### src/rtl/alu_cmd_sequencer_if.sv
// rtl/alu_cmd_sequencer_if.sv - command, ALU and response signal bundle for alu_cmd_sequencer
interface alu_cmd_sequencer_if #(
   parameter int WIDTH = 8
);
   logic             cmd_valid;
   logic             cmd_ready;
   logic [2:0]       cmd_op;
   logic             cmd_load;
   logic [WIDTH-1:0] cmd_data;
   logic [WIDTH-1:0] alu_a;
   logic [WIDTH-1:0] alu_b;
   logic [2:0]       alu_op;
   logic             alu_c_in;
   logic [WIDTH-1:0] alu_out;
   logic             alu_c_out;
   logic             alu_c_flag;
   logic             alu_zero;
   logic             res_valid;
   logic             res_ready;
   logic [WIDTH-1:0] res_data;
   logic             res_carry;
   logic             res_zero;
   logic             res_gt;
   logic             busy;

   modport slave (
      input  cmd_valid, cmd_op, cmd_load, cmd_data,
      input  alu_out, alu_c_out, alu_c_flag, alu_zero, res_ready,
      output cmd_ready, alu_a, alu_b, alu_op, alu_c_in,
      output res_valid, res_data, res_carry, res_zero, res_gt, busy
   );

   modport master (
      output cmd_valid, cmd_op, cmd_load, cmd_data,
      output alu_out, alu_c_out, alu_c_flag, alu_zero, res_ready,
      input  cmd_ready, alu_a, alu_b, alu_op, alu_c_in,
      input  res_valid, res_data, res_carry, res_zero, res_gt, busy
   );
endinterface

### src/rtl/alu_cmd_sequencer.sv
// rtl/alu_cmd_sequencer.sv - accumulator command sequencer in front of a combinational 8-bit ALU
module alu_cmd_sequencer #(
   parameter int               WIDTH       = 8,
   parameter int               EXEC_CYCLES = 1,
   parameter logic [WIDTH-1:0] ACC_RESET   = '0
) (
   input logic                clk,
   input logic                rst_n,
   alu_cmd_sequencer_if.slave io
);
   typedef enum logic [1:0] {IDLE, EXEC, RESP} state_t;

   state_t           state;
   logic [WIDTH-1:0] acc;
   logic [WIDTH-1:0] b_reg;
   logic [2:0]       op_reg;
   logic [3:0]       cnt;
   logic             cmd_ready_r;
   logic             res_valid_r;
   logic [WIDTH-1:0] res_data_r;
   logic             res_carry_r;
   logic             res_zero_r;
   logic             res_gt_r;
   logic             busy_r;
   logic             exec_carry;

   // Shift ops report the bit shifted out, taken from the pre-update operands.
   always_comb begin
      exec_carry = 1'b0;
      case (op_reg)
         3'b000, 3'b001: exec_carry = io.alu_c_out;
         3'b110:         exec_carry = acc[WIDTH-1];
         3'b111:         exec_carry = b_reg[WIDTH-1];
         default:        exec_carry = 1'b0;
      endcase
   end

   always_ff @(posedge clk or negedge rst_n) begin
      if (!rst_n) begin
         state       <= IDLE;
         acc         <= ACC_RESET;
         b_reg       <= '0;
         op_reg      <= '0;
         cnt         <= '0;
         cmd_ready_r <= 1'b1;
         res_valid_r <= 1'b0;
         res_data_r  <= '0;
         res_carry_r <= 1'b0;
         res_zero_r  <= 1'b0;
         res_gt_r    <= 1'b0;
         busy_r      <= 1'b0;
      end else begin
         case (state)
            IDLE: begin
               if (io.cmd_valid && cmd_ready_r) begin
                  op_reg      <= io.cmd_op;
                  b_reg       <= io.cmd_data;
                  cmd_ready_r <= 1'b0;
                  busy_r      <= 1'b1;
                  if (io.cmd_load) begin
                     acc         <= io.cmd_data;
                     res_data_r  <= io.cmd_data;
                     res_carry_r <= 1'b0;
                     res_gt_r    <= 1'b0;
                     res_zero_r  <= (io.cmd_data == '0);
                     res_valid_r <= 1'b1;
                     state       <= RESP;
                  end else begin
                     cnt   <= 4'(EXEC_CYCLES - 1);
                     state <= EXEC;
                  end
               end
            end
            EXEC: begin
               if (cnt == 4'd0) begin
                  res_data_r  <= io.alu_out;
                  res_zero_r  <= io.alu_zero;
                  res_gt_r    <= io.alu_c_flag;
                  res_carry_r <= exec_carry;
                  res_valid_r <= 1'b1;
                  if (op_reg != 3'b101)
                     acc <= io.alu_out;
                  state <= RESP;
               end else begin
                  cnt <= cnt - 4'd1;
               end
            end
            RESP: begin
               if (io.res_ready) begin
                  res_valid_r <= 1'b0;
                  cmd_ready_r <= 1'b1;
                  busy_r      <= 1'b0;
                  state       <= IDLE;
               end
            end
            default: state <= IDLE;
         endcase
      end
   end

   assign io.cmd_ready = cmd_ready_r;
   assign io.alu_a     = acc;
   assign io.alu_b     = b_reg;
   assign io.alu_op    = op_reg;
   assign io.alu_c_in  = (op_reg == 3'b001);
   assign io.res_valid = res_valid_r;
   assign io.res_data  = res_data_r;
   assign io.res_carry = res_carry_r;
   assign io.res_zero  = res_zero_r;
   assign io.res_gt    = res_gt_r;
   assign io.busy      = busy_r;
endmodule
### src/flat_wrapper.sv
// flat-port wrapper written by rule: the top's interface ports become plain ports
module alu_cmd_sequencer_flat 
#(
   parameter int               WIDTH       = 8,
   parameter int               EXEC_CYCLES = 1,
   parameter logic [WIDTH-1:0] ACC_RESET   = '0
)
  (clk, rst_n, io_cmd_valid, io_cmd_op, io_cmd_load, io_cmd_data, io_alu_out, io_alu_c_out, io_alu_c_flag, io_alu_zero, io_res_ready, io_cmd_ready, io_alu_a, io_alu_b, io_alu_op, io_alu_c_in, io_res_valid, io_res_data, io_res_carry, io_res_zero, io_res_gt, io_busy);
  alu_cmd_sequencer_if #(.WIDTH(WIDTH)) io_i ();
  input logic clk;
  input logic rst_n;
  input wire logic [$bits(io_i.cmd_valid)-1:0] io_cmd_valid;
  input wire logic [$bits(io_i.cmd_op)-1:0] io_cmd_op;
  input wire logic [$bits(io_i.cmd_load)-1:0] io_cmd_load;
  input wire logic [$bits(io_i.cmd_data)-1:0] io_cmd_data;
  input wire logic [$bits(io_i.alu_out)-1:0] io_alu_out;
  input wire logic [$bits(io_i.alu_c_out)-1:0] io_alu_c_out;
  input wire logic [$bits(io_i.alu_c_flag)-1:0] io_alu_c_flag;
  input wire logic [$bits(io_i.alu_zero)-1:0] io_alu_zero;
  input wire logic [$bits(io_i.res_ready)-1:0] io_res_ready;
  output wire logic [$bits(io_i.cmd_ready)-1:0] io_cmd_ready;
  output wire logic [$bits(io_i.alu_a)-1:0] io_alu_a;
  output wire logic [$bits(io_i.alu_b)-1:0] io_alu_b;
  output wire logic [$bits(io_i.alu_op)-1:0] io_alu_op;
  output wire logic [$bits(io_i.alu_c_in)-1:0] io_alu_c_in;
  output wire logic [$bits(io_i.res_valid)-1:0] io_res_valid;
  output wire logic [$bits(io_i.res_data)-1:0] io_res_data;
  output wire logic [$bits(io_i.res_carry)-1:0] io_res_carry;
  output wire logic [$bits(io_i.res_zero)-1:0] io_res_zero;
  output wire logic [$bits(io_i.res_gt)-1:0] io_res_gt;
  output wire logic [$bits(io_i.busy)-1:0] io_busy;
  assign io_i.cmd_valid = io_cmd_valid;
  assign io_i.cmd_op = io_cmd_op;
  assign io_i.cmd_load = io_cmd_load;
  assign io_i.cmd_data = io_cmd_data;
  assign io_i.alu_out = io_alu_out;
  assign io_i.alu_c_out = io_alu_c_out;
  assign io_i.alu_c_flag = io_alu_c_flag;
  assign io_i.alu_zero = io_alu_zero;
  assign io_i.res_ready = io_res_ready;
  assign io_cmd_ready = io_i.cmd_ready;
  assign io_alu_a = io_i.alu_a;
  assign io_alu_b = io_i.alu_b;
  assign io_alu_op = io_i.alu_op;
  assign io_alu_c_in = io_i.alu_c_in;
  assign io_res_valid = io_i.res_valid;
  assign io_res_data = io_i.res_data;
  assign io_res_carry = io_i.res_carry;
  assign io_res_zero = io_i.res_zero;
  assign io_res_gt = io_i.res_gt;
  assign io_busy = io_i.busy;
  alu_cmd_sequencer #(.WIDTH(WIDTH), .EXEC_CYCLES(EXEC_CYCLES), .ACC_RESET(ACC_RESET)) u_core (.clk(clk), .rst_n(rst_n), .io(io_i));
endmodule
### config.mk
export PLATFORM = sky130hd
export DESIGN_NAME = alu_cmd_sequencer_flat
export DESIGN_NICKNAME = d
export VERILOG_FILES = /design/src/rtl/alu_cmd_sequencer_if.sv /design/src/rtl/alu_cmd_sequencer.sv /design/src/flat_wrapper.sv
export SDC_FILE = /design/constraint.sdc
export NUM_CORES = 1
export LEC_CHECK = 0
export ABC_AREA = 1
export BUFFER_PORTS_ARGS = -buffer_cell sky130_fd_sc_hd__buf_2
export CAP_MARGIN = 20
export CORE_MARGIN = 2
export CORE_UTILIZATION = 40
export DETAILED_ROUTE_END_ITERATION = 12
export PLACE_DENSITY = 0.76
export SYNTH_ARGS = -nofsm -noshare
export SYNTH_HDL_FRONTEND = slang
export SYNTH_SLANG_ARGS = --single-unit
### constraint.sdc
create_clock -name clk -period 3.2 [get_ports clk]
set_input_delay 0.16 -clock clk [delete_from_list [all_inputs] [get_ports clk]]
set_output_delay 0.16 -clock clk [all_outputs]
set_load 0.1 [all_outputs]
==> results of run 1 <==
flip-flops by register name (all words and copies together) (netlist names):
name and flops:
u_core.io.alu_b 8, u_core.io.res_carry 1, u_core.io.alu_op 3, u_core.cnt 4, u_core.io.res_data 8, u_core.io.res_gt 1
u_core.io.cmd_ready 1, u_core.io.res_valid 1, u_core.io.alu_a 8, u_core.state 2, u_core.io.res_zero 1, u_core.io.busy 1
layout make-up:
class                   instances  area share, %
clock buffers                   5           3.09
multi-input cells             159           31.4
inverters                      21           3.54
clock inverters                 3          0.899
well taps                      52           2.92
repair buffers                 62           14.3
flip-flops and latches         39           43.9
critical path, stage by stage, from the launching register on:
cell      delay, ns
dfrtp_1        0.39
inv_1          0.12
ha_1           0.15
nand3_1        0.11
nand2_1        0.21
nand3b_2       0.31
inv_2          0.24
nand2_1        0.07
nand2_1        0.07
stage by stage:
stage / instance area (sq um) / setup WS [ns] / utilization [%] / hold WS [ns] / instances
2_1_floorplan: 1790 / 0.737 / - / -0.136 / 223
3_3_place_gp: 2130 / 1.58 / 49.2 / 0.311 / 332
3_5_place_dp: 2130 / 1.48 / 49.2 / 0.323 / 332
4_1_cts: 2230 / 1.45 / 51.5 / 0.0456 / 341
5_1_grt: 2230 / 1.24 / 51.5 / 0.0453 / 341
6_report: 2230 / 1.47 / 51.5 / 0.0514 / 341
placed cells by master (no fill, tap or decap), drive strengths merged:
master and instances:
a21boi 1, dfstp 1, o21ai 24, nand2 103, nand3 8, nor3 2, ha 2, clkinvlp 2
clkbuf 5, o22ai 1, nor2 14, dfrtp 38, a21oi 1, inv 21, o31ai 1, xnor2 1
clkinv 1, nand3b 1, buf 61, dlygate4sd3 1
cells by family (layout without fill, tap and decap cells):
logic type | Yosys count | after routing | share of synthesized area [%]
xor gates and xnor gates | 1 | 1 | 0.491
DFF | 39 | 39 | 54.8
buffers and inverters | 25 | 91 | 6.32
adders and majority gates | 2 | 2 | 1.40
AOI/OAI and AO/OA | 28 | 28 | 8.21
and+or+nand+nor | 128 | 128 | 28.8
path summary, 6_finish.rpt:
path	startpoint	to	cells past startpoint
worst max register to register	u_core.cnt[0]$_DFFE_PN0P_	u_core.io.res_data[6]$_DFFE_PN0P_	8
max in group asynchronous	rst_n	u_core.io.alu_op[0]$_DFFE_PN0P_	2
worst max-delay path	u_core.cnt[0]$_DFFE_PN0P_	u_core.io.res_data[6]$_DFFE_PN0P_	8
worst min-delay path	io_res_ready	u_core.state[1]$_DFFE_PN0P_	2
worst min register to register	u_core.io.alu_a[1]$_DFFE_PN0P_	u_core.io.alu_a[1]$_DFFE_PN0P_	2
min in group asynchronous	rst_n	u_core.state[0]$_DFFE_PN0P_	2
cells in the mapped netlist:
| cell type | count | area, sq um |
|---|---|---|
| nor3_1 | 2 | 10.0 |
| nor2_4 | 1 | 11.3 |
| nand2_2 | 1 | 6.26 |
| inv_2 | 2 | 7.51 |
| ha_1 | 2 | 25.0 |
| dfstp_2 | 1 | 26.3 |
| a21oi_1 | 1 | 5.00 |
| o21ai_0 | 20 | 100 |
| nand3_1 | 8 | 40.0 |
| xnor2_1 | 1 | 8.76 |
| a21boi_0 | 1 | 7.51 |
| o22ai_1 | 1 | 6.26 |
| nand2_1 | 102 | 383 |
| o31ai_1 | 1 | 7.51 |
| buf_4 | 1 | 7.51 |
| inv_1 | 19 | 71.3 |
| nor2_1 | 12 | 45.0 |
| clkbuf_1 | 1 | 3.75 |
| nand3b_2 | 1 | 11.3 |
| o21ai_1 | 4 | 20.0 |
| dfrtp_1 | 38 | 951 |
| nor2_2 | 1 | 6.26 |
| buf_6 | 2 | 22.5 |
per-layer routing:
metal	part of all wire [%]	up-vias
met5	0	-
met4	1.7	0
met3	6.0	5
met2	44	44
met1	48	722
li1	-	819
==> flow_metrics.py, run 1 <==
metrics = {
    "floorplanning": {
        "dieArea_sq_mm": 0.00501,
        "dieHeight_um": 70.8,
        "rows": 24,
        "fp.coreArea_sq_mm": 0.00432,
        "initial_core_util_pct": 41.2,
        "chipWidth_um": 70.8,
        "ios": 61,
    },
    "drt": {
        "viasPerCell": 4.66,
        "drtIter0Drc": 89,
        "drc": 0,
        "dr.pass1.iters": 4,
        "wirelength_um": 4080,
        "ant_nets": 0,
        "wire_per_inst_um": 12.0,
        "via_count": 1590,
    },
    "placed_design": {
        "port-buffer-count": 60,
        "hpwlAfterDp_um": 3120,
        "gp_congestion": 0.809,
    },
    "timing": {
        "tightest_slew_ns": 0.859,
        "fmax_mhz": 578,
        "setup_viol": 0,
        "hold_viol": 0,
        "final.period_utilization_pct": 54.0,
        "rsz0062_at_grt": "false",
        "relSlewSlack_pct": 42.7,
        "clock_skew_ns": 0.00488,
        "fin_tns_setup_ns": 0,
        "period_minus_slack_ns": 1.73,
        "slew_viol_final": 0,
    },
    "synth": {
        "synth_area_sq_mm": 0.00178,
        "synth_cell_type_count": 23,
        "seq_area_frac_synth_pct": 54.8,
        "synth_warnings": 0,
        "syn_area_per_cell_sq_um": 8.00,
        "syn_nets": 252,
        "syn-instance-count": 223,
        "ys_ff_latch": 39,
    },
    "clocking": {
        "clk_pin_slew_ns": 0.08,
        "hold_buffers": 1,
        "h-tree-depth": 2,
        "cts_resized": 0,
        "postCtsSetupRepairBufs": 0,
        "clock_path_buffers": 2,
        "clock_sinks": 39,
        "clk_latency_ns": 0.30,
        "cts_buffers": 5,
        "cts_tree": "done",
        "cts_root_buf": "clkbuf_8",
    },
    "global_route": {
        "grt_use_total_pct": 18.0,
        "grt_max_degree": 40,
        "grt_pass1_vias": 1574,
        "grt-ovfl-total": 0,
        "grt_pass1_wl_um": 7130,
        "grt_util_met1_pct": 24.4,
        "met2_usage_pct": 27.4,
        "antenna_found_initial": 0,
        "gr-usage-met3_pct": 5.13,
        "grt.busiest_layer": "met2",
    },
    "flow_run": {
        "max_cap_viol_count": 0,
    },
    "setup_path": {
        "critPathRequiredTime_ns": 3.44,
        "cp-end-kind": "flop",
        "cp_data_arrival_time_ns": 1.97,
        "path_class": "reg2reg",
        "critical_path.max_fanout": 14,
        "r2r_slack_ns": 1.47,
        "cp-start-kind": "flop",
    },
    "final_layout": {
        "fill_cells": 441,
        "final_nets": 317,
        "regArea_sq_um": 977,
        "drive_above_1_share_pct": 26.6,
        "syn_to_final_growth_pct": 24.8,
        "multi_input_area_sq_um": 698,
        "n_antenna_cell": 0,
    },
    "min_path": {
        "hold_path_class": "in2reg",
    },
    "status": {
        "status": "complete, no violations",
    },
}
Power of run 1 is not shown: default switching activity piles up to over one toggle a cycle in this logic, so the estimate is an artifact.
==> run 2: changes to the inputs <==
- clock period: 3.2 -> 1.63 ns (I/O delays scaled with it)
==> run 2 against run 1 <==
Die area is the same. Highest routed layer unchanged. Largest cell class unchanged. Non-clock buffer count grew 7. Global-route usage grew 0.80 points.
==> flow_metrics.py, run 2 (same netlist as run 1, synthesis figures left out) <==
metrics = {
    "final_layout": {
        "syn_to_final_growth_pct": 30.4,
        "fin_cells": 348,
        "final_common_cell": "nand2_1",
        "drive_above_1_share_pct": 29.4,
        "final_nets": 324,
        "final_cell_mix": "nand2_1, buf_2, dfrtp_1",
        "n_antenna_cell": 0,
    },
    "global_route": {
        "grt_pass1_vias": 1686,
        "grt_pass1_wl_um": 7400,
        "grt_use_total_pct": 18.8,
        "grt_max_degree": 40,
        "grt-ovfl-total": 0,
        "antenna_found_initial": 0,
    },
    "setup_path": {
        "startpoint": "u_core.state[0]$_DFFE_PN0P_",
        "cp-start-kind": "flop",
        "r2r_slack_ns": 0.15,
        "cp_common_cell": "nand2_1",
        "path_depth": 7,
        "critPathRequiredTime_ns": 1.86,
        "r2r-start": "u_core.state[0]$_DFFE_PN0P_",
        "path_buf_inv": 2,
        "path_class": "reg2reg",
        "path_cells": "inv_2 > nor2_1 > buf_4 > nand2_1 > o21ai_0 > nand2_1 > nand2_1",
        "setup.worst_path.end": "u_core.io.alu_a[5]$_DFFE_PN0P_",
        "max_stage_delay_ns": 0.42,
        "crit_family": "simple AND/OR/NAND/NOR gates",
        "cp-end-kind": "flop",
        "cp_data_arrival_time_ns": 1.71,
        "critical_path.max_fanout": 16,
        "r2r_cells": 7,
        "slowest_stage": "dfrtp_1",
        "r2r-end": "u_core.io.alu_a[5]$_DFFE_PN0P_",
    },
    "timing": {
        "fmax_mhz": 676,
        "fin_tns_setup_ns": 0,
        "relSlewSlack_pct": 66.8,
        "fin_ws_ns": 0.152,
        "final.period_utilization_pct": 90.7,
        "hold_viol": 0,
        "slew_viol_final": 0,
        "setup_viol": 0,
        "period_minus_slack_ns": 1.48,
        "rsz0062_at_grt": "false",
        "tightest_slew_ns": 0.498,
        "clock_skew_ns": 0.00985,
    },
    "drt": {
        "wirelength_um": 4410,
        "via_count": 1684,
        "viasPerCell": 4.84,
        "wire_per_inst_um": 12.7,
        "dr.pass1.iters": 4,
        "ant_nets": 0,
        "drc": 0,
        "drtIter0Drc": 113,
    },
    "placed_design": {
        "gp_congestion": 0.845,
        "hpwlAfterDp_um": 3380,
        "place_ws_ns": 0.102,
        "port-buffer-count": 60,
        "dp.cells": 338,
    },
    "clocking": {
        "clk_pin_slew_ns": 0.07,
        "h-tree-depth": 2,
        "cts_tree": "done",
        "clk_latency_ns": 0.29,
        "cts_buffers": 5,
        "postCtsSetupRepairBufs": 0,
        "clock_path_buffers": 2,
        "clock_sinks": 39,
        "cts_root_buf": "clkbuf_8",
    },
    "floorplanning": {
        "dieHeight_um": 70.8,
        "initial_core_util_pct": 41.2,
        "chipWidth_um": 70.8,
        "dieArea_sq_mm": 0.00501,
        "rows": 24,
        "ios": 61,
        "fp.coreArea_sq_mm": 0.00432,
    },
    "min_path": {
        "hold_path_class": "in2reg",
        "min_from": "io_alu_c_flag",
        "hold_depth": 3,
    },
    "status": {
        "status": "complete, no violations",
    },
    "flow_run": {
        "max_cap_viol_count": 0,
    },
}
run 2: worst min-delay path by stage:
stage	slack (ns)	end
6_report	0.01	u_core.io.res_gt$_DFFE_PN0P_
5_1_grt	0.01	u_core.io.res_gt$_DFFE_PN0P_
4_1_cts	0.01	u_core.io.res_gt$_DFFE_PN0P_
3_5_place_dp	0.17	u_core.cnt[0]$_DFFE_PN0P_
3_3_place_gp	0.16	u_core.io.res_valid$_DFFE_PN0P_
2_1_floorplan	-0.21	u_core.cnt[0]$_DFFE_PN0P_
run 2: final cells by class:
| cell class | instances | area, sq um |
|---|---|---|
| Multi-Input combinational cell | 159 | 714 |
| Fill cell | 421 | 2000 |
| Inverter | 21 | 78.8 |
| Timing Repair Buffer | 69 | 373 |
| Clock inverter | 1 | 30.0 |
| Sequential cell | 39 | 987 |
| Tap cell | 52 | 65.1 |
| Clock buffer | 7 | 76.3 |
run 2: tightest hold or removal path, delay by kind of cell:
| kind | cells | cell delay, ns |
|---|---|---|
| buffers and inverters | 1 | 0.08 |
| AND/OR/NAND/NOR | 2 | 0.11 |
run 2: metal layers:
metal | vias to the layer above | part of all wire [%] | wire length, um | track usage [%]
li1 | 842 | - | - | -
met2 | 61 | 47 | 2060 | 30.2
met5 | - | 0 | 0 | 0
met3 | 7 | 7.0 | 308 | 5.41
met1 | 774 | 45 | 1980 | 24.7
met4 | 0 | 1.4 | 60 | 5.66
run 2: metrics by stage:
stage	util (%)	cell area (sq um)	hold WS (ns)
after floorplan	-	1810	-0.214
after global placement	50.7	2190	0.164
after detailed placement	50.7	2190	0.172
after CTS	53.6	2320	0.00972
after global routing	53.8	2320	0.0126
final	53.8	2320	0.0114
run 2: what timing repair did:
item | CTS | global route
hold buffers | 2 | 0
endpoints found under the setup margin | 0 | 13
gates resized for setup | 0 | 3
hold endpoints to repair | 39 | 0
Power of run 2 is left out for the same reason.
==> run 3: changes to the inputs <==
- clock period: 1.63 -> 1.6 ns (I/O delays scaled with it)
==> run 3 against run 2 <==
First-iteration DRC count increased by 41%. Cell count increased by 0.86%. Flip-flop and latch count unchanged. Global-route usage decreased by 0.22 points. Maximum frequency increased by 2.5%. Critical path type unchanged. Highest routed layer unchanged.
==> flow_metrics.py, run 3 (same netlist as run 1, synthesis figures left out) <==
metrics = {
    "final_layout": {
        "final_common_cell": "nand2_1",
        "final_nets": 327,
        "final_cell_mix": "nand2_1, buf_2, dfrtp_1",
        "drive_above_1_share_pct": 30.4,
        "n_antenna_cell": 0,
        "syn_to_final_growth_pct": 32.4,
    },
    "setup_path": {
        "path_class": "reg2reg",
        "cp-end-kind": "flop",
        "critical_path.max_fanout": 12,
        "critPathRequiredTime_ns": 1.83,
        "cp_data_arrival_time_ns": 1.67,
        "cp-start-kind": "flop",
    },
    "drt": {
        "ant_nets": 0,
        "wire_per_inst_um": 12.5,
        "viasPerCell": 4.65,
        "drtIter0Drc": 159,
        "drc": 0,
        "via_count": 1633,
        "wirelength_um": 4390,
        "dr.pass1.iters": 4,
    },
    "timing": {
        "slew_viol_final": 0,
        "setup_viol": 0,
        "tightest_slew_ns": 0.504,
        "fin_tns_setup_ns": 0,
        "relSlewSlack_pct": 66.6,
        "fmax_mhz": 693,
        "final.period_utilization_pct": 90.2,
        "clock_skew_ns": 0.00893,
        "period_minus_slack_ns": 1.44,
        "hold_viol": 0,
        "rsz0062_at_grt": "false",
    },
    "floorplanning": {
        "ios": 61,
        "initial_core_util_pct": 41.2,
        "fp.coreArea_sq_mm": 0.00432,
        "chipWidth_um": 70.8,
        "dieArea_sq_mm": 0.00501,
        "rows": 24,
        "dieHeight_um": 70.8,
    },
    "global_route": {
        "grt_use_total_pct": 18.5,
        "antenna_found_initial": 0,
        "grt_pass1_vias": 1545,
        "grt_max_degree": 21,
        "grt-ovfl-total": 0,
        "grt_pass1_wl_um": 7270,
    },
    "placed_design": {
        "port-buffer-count": 60,
        "gp_congestion": 0.858,
        "hpwlAfterDp_um": 3370,
    },
    "clocking": {
        "clk_latency_ns": 0.29,
        "cts_tree": "done",
        "cts_buffers": 5,
        "cts_root_buf": "clkbuf_8",
        "clock_path_buffers": 2,
        "h-tree-depth": 2,
        "clock_sinks": 39,
        "clk_pin_slew_ns": 0.07,
    },
    "flow_run": {
        "max_cap_viol_count": 0,
    },
    "status": {
        "status": "complete, no violations",
    },
    "min_path": {
        "hold_path_class": "in2reg",
    },
}
==> run 3: layer usage <==
metal | share of wire (%) | vias up | routed length [um] | global-route usage (%)
met4 | 1.3 | 0 | 55 | 6.71
met3 | 4.8 | 6 | 209 | 3.28
li1 | - | 842 | - | -
met1 | 47 | 742 | 2070 | 26.6
met5 | 0 | - | 0 | 0
met2 | 47 | 43 | 2060 | 28.3
==> run 3: what timing repair did <==
action                                 4_1_cts  5_1_grt
gates resized for setup                      0        3
endpoints found under the hold margin       22        0
setup buffers                                0        0
setup endpoints to repair                    0       16
hold buffers                                 4        0
==> run 3: per-stage QoR <==
stage | cells | worst slack, ns | instance area [sq um] | util (%) | hold slack [ns]
2_1_floorplan | 223 | 0.00489 | 1810 | - | -0.216
3_3_place_gp | 339 | 0.104 | 2210 | 51.2 | 0.0638
3_5_place_dp | 339 | 0.0839 | 2210 | 51.2 | 0.0671
4_1_cts | 351 | 0.0756 | 2350 | 54.4 | 0.0174
5_1_grt | 351 | 0.00577 | 2360 | 54.6 | 0.0168
6_report | 351 | 0.157 | 2360 | 54.6 | 0.0232
==> run 3: worst paths after layout <==
check	start	end	slack, ns	cells past startpoint
setup / recovery	u_core.state[0]$_DFFE_PN0P_	u_core.io.alu_a[4]$_DFFE_PN0P_	0.16	7
hold / removal	io_res_ready	u_core.state[1]$_DFFE_PN0P_	0.02	2
setup reg to reg	u_core.state[0]$_DFFE_PN0P_	u_core.io.alu_a[4]$_DFFE_PN0P_	0.16	7
hold reg to reg	u_core.io.alu_a[3]$_DFFE_PN0P_	u_core.io.alu_a[3]$_DFFE_PN0P_	0.47	2
max in group asynchronous	rst_n	u_core.io.cmd_ready$_DFFE_PN1P_	0.78	3
min in group asynchronous	rst_n	u_core.io.res_carry$_DFFE_PN0P_	0.28	2
==> run 3: cell type report <==
cell class | instances | area (sq um)
timing repair buffer | 72 | 413
fill | 428 | 1960
tap | 52 | 65.1
clock buffer | 8 | 100
multi-input combinational | 159 | 717
sequential | 39 | 987
inverter | 21 | 78.8
==> run 3: worst max-delay path, stage by stage (launching register included) <==
cell	delay, ns
dfrtp_1	0.43
inv_2	0.06
nor2_1	0.28
buf_4	0.25
nand2_1	0.06
o21ai_0	0.13
nand2_1	0.10
nand2_1	0.07
Power of run 3 is left out for the same reason.
